## src/rtl/operand_stage_pkg.sv

```systemverilog
// Shared constants for the operand-fetch / write-back stage: opcodes, ALU selects, FSM states.
package operand_stage_pkg;

  localparam logic [7:0] OP_LOADI = 8'h00;
  localparam logic [7:0] OP_MOV   = 8'h01;
  localparam logic [7:0] OP_ADD   = 8'h02;
  localparam logic [7:0] OP_SUB   = 8'h03;
  localparam logic [7:0] OP_AND   = 8'h04;
  localparam logic [7:0] OP_OR    = 8'h05;

  localparam logic [2:0] ALU_FWD = 3'b000;
  localparam logic [2:0] ALU_ADD = 3'b001;
  localparam logic [2:0] ALU_AND = 3'b010;
  localparam logic [2:0] ALU_OR  = 3'b011;

  typedef enum logic [1:0] {
    IDLE = 2'd0,
    EXEC = 2'd1,
    WB   = 2'd2
  } state_t;

endpackage

```

## src/rtl/reg_file_8x8.sv

```systemverilog
// 8x8 register file: two combinational read ports, one synchronous write port, sync active-low clear.
module reg_file_8x8 (
  input  logic       clk,
  input  logic       clear_n,
  input  logic       we,
  input  logic [2:0] waddr,
  input  logic [7:0] wdata,
  input  logic [2:0] raddr1,
  input  logic [2:0] raddr2,
  output logic [7:0] rdata1,
  output logic [7:0] rdata2
);

  logic [7:0] mem [8];

  always_ff @(posedge clk) begin
    if (!clear_n) begin
      for (int unsigned i = 0; i < 8; i++) mem[i] <= '0;
    end else if (we) begin
      mem[waddr] <= wdata;
    end
  end

  assign rdata1 = mem[raddr1];
  assign rdata2 = mem[raddr2];

endmodule

```

## src/rtl/operand_stage.sv

```systemverilog
// Operand fetch / write-back stage in front of the 8-bit ALU.
// Optional feature: define OPERAND_STAGE_SUB_EN to support opcode 0x03 (sub).
module operand_stage
  import operand_stage_pkg::*;
#(
  parameter int unsigned ALU_WAIT = 1
) (
  input  logic        clk,
  input  logic        reset_n,
  input  logic        instr_valid,
  output logic        instr_ready,
  input  logic [31:0] instr,
  output logic [7:0]  data1,
  output logic [7:0]  data2,
  output logic [2:0]  operation,
  input  logic [7:0]  alu_result,
  output logic        wb_valid,
  output logic [2:0]  wb_addr,
  output logic [7:0]  wb_data,
  output logic        illegal
);

  state_t     state;
  logic [3:0] cnt;
  logic [2:0] dest;
  logic [7:0] rd1, rd2, d1_n, d2_n;
  logic [2:0] op_n;
  logic       legal, accept, wr;
  logic [7:0] opcode;
  logic       unused_bits;

  assign opcode      = instr[31:24];
  assign unused_bits = ^{instr[23:19], instr[15:11]};

  assign instr_ready = reset_n && (state == IDLE);
  assign accept      = instr_valid && instr_ready;
  // Write happens at the edge leaving WB; reset in WB suppresses it.
  assign wr          = reset_n && (state == WB);
  assign wb_valid    = wr;
  assign wb_addr     = wr ? dest : '0;
  assign wb_data     = wr ? alu_result : '0;

  reg_file_8x8 u_rf (
    .clk    (clk),
    .clear_n(reset_n),
    .we     (wr),
    .waddr  (dest),
    .wdata  (alu_result),
    .raddr1 (instr[10:8]),
    .raddr2 (instr[2:0]),
    .rdata1 (rd1),
    .rdata2 (rd2)
  );

  always_comb begin
    legal = 1'b1;
    d1_n  = rd1;
    d2_n  = rd2;
    op_n  = ALU_FWD;
    case (opcode)
      OP_LOADI: begin d1_n = '0; d2_n = instr[7:0]; end
      OP_MOV:   d1_n = '0;
      OP_ADD:   op_n = ALU_ADD;
`ifdef OPERAND_STAGE_SUB_EN
      OP_SUB: begin
        d2_n = ~rd2 + 8'd1;
        op_n = ALU_ADD;
      end
`endif
      OP_AND:   op_n = ALU_AND;
      OP_OR:    op_n = ALU_OR;
      default:  legal = 1'b0;
    endcase
  end

  always_ff @(posedge clk) begin
    if (!reset_n) begin
      state     <= IDLE;
      cnt       <= '0;
      dest      <= '0;
      data1     <= '0;
      data2     <= '0;
      operation <= '0;
      illegal   <= 1'b0;
    end else begin
      illegal <= 1'b0;
      case (state)
        IDLE: begin
          if (accept) begin
            if (legal) begin
              data1     <= d1_n;
              data2     <= d2_n;
              operation <= op_n;
              dest      <= instr[18:16];
              cnt       <= 4'(ALU_WAIT);
              state     <= EXEC;
            end else begin
              illegal <= 1'b1;
            end
          end
        end
        EXEC: begin
          if (cnt <= 4'd1) state <= WB;
          else             cnt   <= cnt - 4'd1;
        end
        WB:      state <= IDLE;
        default: state <= IDLE;
      endcase
    end
  end

endmodule

```

## config.mk

```make
export PLATFORM = sky130hd
export DESIGN_NAME = operand_stage
export DESIGN_NICKNAME = d
export VERILOG_FILES = /design/src/rtl/operand_stage_pkg.sv /design/src/rtl/reg_file_8x8.sv /design/src/rtl/operand_stage.sv
export SDC_FILE = /design/constraint.sdc
export NUM_CORES = 1
export LEC_CHECK = 0
export CORE_MARGIN = 3
export CORE_UTILIZATION = 55
export CTS_BUF_LIST = sky130_fd_sc_hd__clkbuf_8
export DETAILED_ROUTE_END_ITERATION = 16
export PLACE_DENSITY = 0.82
export SYNTH_ARGS = -nofsm -noshare
export SYNTH_HDL_FRONTEND = slang
export SYNTH_SLANG_ARGS = --single-unit
```

## constraint.sdc

```tcl
create_clock -name clk -period 4 [get_ports clk]
set_clock_uncertainty 0.1 [all_clocks]
set_input_delay 1.2 -clock clk [delete_from_list [all_inputs] [get_ports clk]]
set_output_delay 1.2 -clock clk [all_outputs]
set_load 0.03 [all_outputs]
```

==> key figures <==
Outcome
  • Status: complete, no violations

Yosys
  • Area of the mapped netlist: about 4700 um^2
  • Share of the synthesized area in the top cell type: between 40% and 50%
  • Most used DFF post-synth: edfxtp_1
  • Syn Nets: roughly 400
  • Gate Count Post-Synth: 358
  • Warnings from Yosys: 0
  • Synth area leader: edfxtp_1
  • Cell variety after synth: 37
  • Top cells by area, synth: edfxtp_1, dfxtp_1, and2_1
  • Number of synthesized flops with an enable pin: 64
  • Async set-reset flop share out of synthesis: 0%
  • Post-synthesis sequential area ratio: 52.5%
  • Mean Syn Cell Area: between 10 and 15 um^2
  • Synth Register Bits: slightly above 90

Critical path
  • R2r startpoint: state[1]
  • R2r setup slk: 1.72 ns
  • Required time worst endpoint: approximately 2.7 ns
  • CP endpoint kind: output pin
  • Reg2reg path depth: 6
  • RR Endpoint: u_rf.mem[2][1]
  • Crit-path max FO: 11
  • Crit Path Class: input port to output pin
  • CP Data Arrival Time: roughly 2.6 ns
  • Startpoint Class: input port

Timing
  • Worst-Margin Slew: approximately 0.75 ns
  • Max_slew headroom: about half
  • Post-Route Setup TNS: 0 ns
  • Fin crit period: approximately 3.9 ns
  • Fin. Hold Viols: 0
  • Final Cycle Share: between 90 and 100%
  • Hold slack: about 0.37 ns
  • RSZ-0062 raised after global routing: no
  • Fin. max-slew vios: 0
  • Fmax: ~0.26 GHz
  • Final WS setup: between 0.1 and 0.15 ns
  • Setup violations, final: 0

Floorplanning
  • Core Rows: 33
  • Chip Width: between 90 and 100 um
  • Initial Utilization: 57.0%
  • Core Area: approximately 8300 um^2
  • Die footprint: 9750 um^2
  • Die Ht: around 99 um
  • Num ports: 76

Place
  • Port Buffers: between 60 and 70
  • Post-DP HPWL: around 8400 um
  • GP Congestion: roughly 0.8
  • Dpl ws: about 0.18 ns
  • Dpl cells: roughly 520

Power and ir drop
  • Sw Ratio: between 20% and 30%
  • Cell leakage power: 2.16 nW
  • Clock Power Share: around 36%
  • Power Density: between 300 and 400 nW/um^2
  • Net Switching: 0.422 mW
  • Reg power frac: 55.4%
  • Peak VDD IR: between 0.15 and 0.2 mV
  • Power Internal: 1.48 mW
  • Comb power frac: roughly 9%

Route
  • Vias: 3264
  • Detailed Route WL: 11100 um
  • TritonRoute pass-1 iters: 5
  • Avg WL per Cell: roughly 21 um
  • 1st-iter DRT viols: 163
  • Vias per inst: slightly above 6
  • Final ANT Viol Nets: 0
  • Drt drc: 0

Layout
  • Syn-to-layout area delta: 19.9%
  • Final core occ: approximately two thirds
  • Multi-input gate area: between 2000 and 2500 um^2
  • Fill count: slightly below 600
  • # diodes: 0
  • Layout cells sized above 1: between 10% and 20%
  • Most common cell after layout, fill and taps aside: and2_1
  • Sequential standard cell area: between 2000 and 2500 um^2
  • Nets: approximately 470
  • Most frequent cells in the layout: and2_1, edfxtp_1, clkdlybuf4s50_1, buf_4, dfxtp_1
  • Finished Layout Cells: approximately 540

CTS
  • Cts bufs inserted: 9
  • Clock Tree Buf Depth: 2
  • Post-CTS Setup Inserts: 0
  • Worst skew pair latency: 0.36 ns
  • CTS H-tree depth: 3
  • Sink Count: 92
  • Post_cts resized: 0
  • CTS tree: done
  • Hold_buf cts: 0
  • CTS Root Cell: clkbuf_8
  • Clk slew on worst S/H paths: roughly 0.090 ns

Hold path
  • Hold Crit Start: operation[0]
  • Worst Hold Path Cells: 2
  • Hold Path Class: register to register
  • Hold-critical path endpoint: operation[0]

Global route
  • Global route overflow: 0
  • First-pass GRT wire length: roughly 18000 um
  • Largest net degree at the start of global routing: 39
  • GRT Total Usage: between 20% and 30%
  • Initial antenna violation count: 0
  • Vias in the first global route: 3347

Run
  • Max-Cap Viols: 0
[power groups by stage]
stage | logic (mW) | clock network, mW | registers, mW
6_report | 0.172 | 0.678 | 1.05
5_1_grt | 0.186 | 0.720 | 1.06
4_1_cts | 0.173 | 0.684 | 1.05
3_5_place_dp | 0.171 | 0 | 1.08
3_3_place_gp | 0.166 | 0 | 1.07
2_1_floorplan | 0.106 | 0 | 1.07
[metrics by stage]
step / area, um^2 / total power [mW]
after CTS: 5680 / 1.91
after floorplan: 4730 / 1.17
after global placement: 5460 / 1.24
final: 5680 / 1.90
after detailed placement: 5460 / 1.25
after global routing: 5680 / 1.96
[layout make-up]
cell class | count | share of cell area [%]
Inverter | 6 | 0.397
Clock inverter | 6 | 1.57
Timing Repair Buffer | 80 | 12.8
Multi-Input combinational cell | 238 | 37.0
Clock buffer | 9 | 2.18
Sequential cell | 92 | 43.7
Tap cell | 105 | 2.31
[cells in the mapped netlist, types with 3 or more instances]
| library cell | number |
|---|---|
| a21boi_0 | 6 |
| mux4_2 | 17 |
| mux2_2 | 13 |
| and2_1 | 76 |
| a31oi_1 | 3 |
| mux4_1 | 15 |
| nor4_1 | 5 |
| o21ai_0 | 15 |
| edfxtp_1 | 64 |
| nand2b_1 | 8 |
| nand2_1 | 20 |
| clkbuf_1 | 11 |
| nor2b_1 | 3 |
| buf_2 | 6 |
| nor2_1 | 6 |
| inv_1 | 6 |
| a32o_1 | 8 |
| nand3b_1 | 4 |
| nor3_1 | 7 |
| a21oi_1 | 14 |
| dfxtp_1 | 28 |
[registers in the layout, indices dropped and copies added, names as in the netlist]
name and cells:
cnt 4, illegal 1, dest 3, data2 8, state 2, data1 8
u_rf.mem 64, operation 2
[worst max-delay path by stage]
stage                 start          to  slack, ns  cells past startpoint
floorplan           reset_n  wb_addr[0]       0.49                      4
global placement    reset_n  wb_data[1]       0.21                      6
detailed placement  reset_n  wb_addr[0]       0.18                      6
CTS                 reset_n  wb_addr[0]       0.16                      6
global route        reset_n  wb_addr[0]       0.06                      6
finish              reset_n  wb_addr[0]       0.14                      6
[logic make-up (layout without fill, tap and decap cells)]
| family | count (synthesis) | after routing | share of synthesized area (%) |
|---|---|---|---|
| and+or+nand+nor | 136 | 136 | 16.7 |
| DFF | 92 | 92 | 52.5 |
| AOI/OAI and AO/OA | 54 | 54 | 7.48 |
| muxes | 45 | 45 | 19.5 |
| buffers and inverters | 28 | 101 | 3.20 |
| adders and majority gates | 2 | 2 | 0.529 |
| other | 1 | 1 | 0.0792 |
[per-layer routing]
metal  vias to the layer above  GRT usage, %  part of all wire (%)
li1                       1499             -                     -
met1                      1574          30.3                    40
met2                       175          40.0                    50
met3                        16          7.01                   8.4
met4                         0          6.30                   1.7
met5                         -             0                     0
[critical path, stage by stage]
cell and delay, ns:
clkdlybuf4s50_1 0.49, nand3b_1 0.25, inv_1 0.16, buf_4 0.17
and2_1 0.14, buf_4 0.16
No activity file was read; power rests on OpenSTA's default activity.
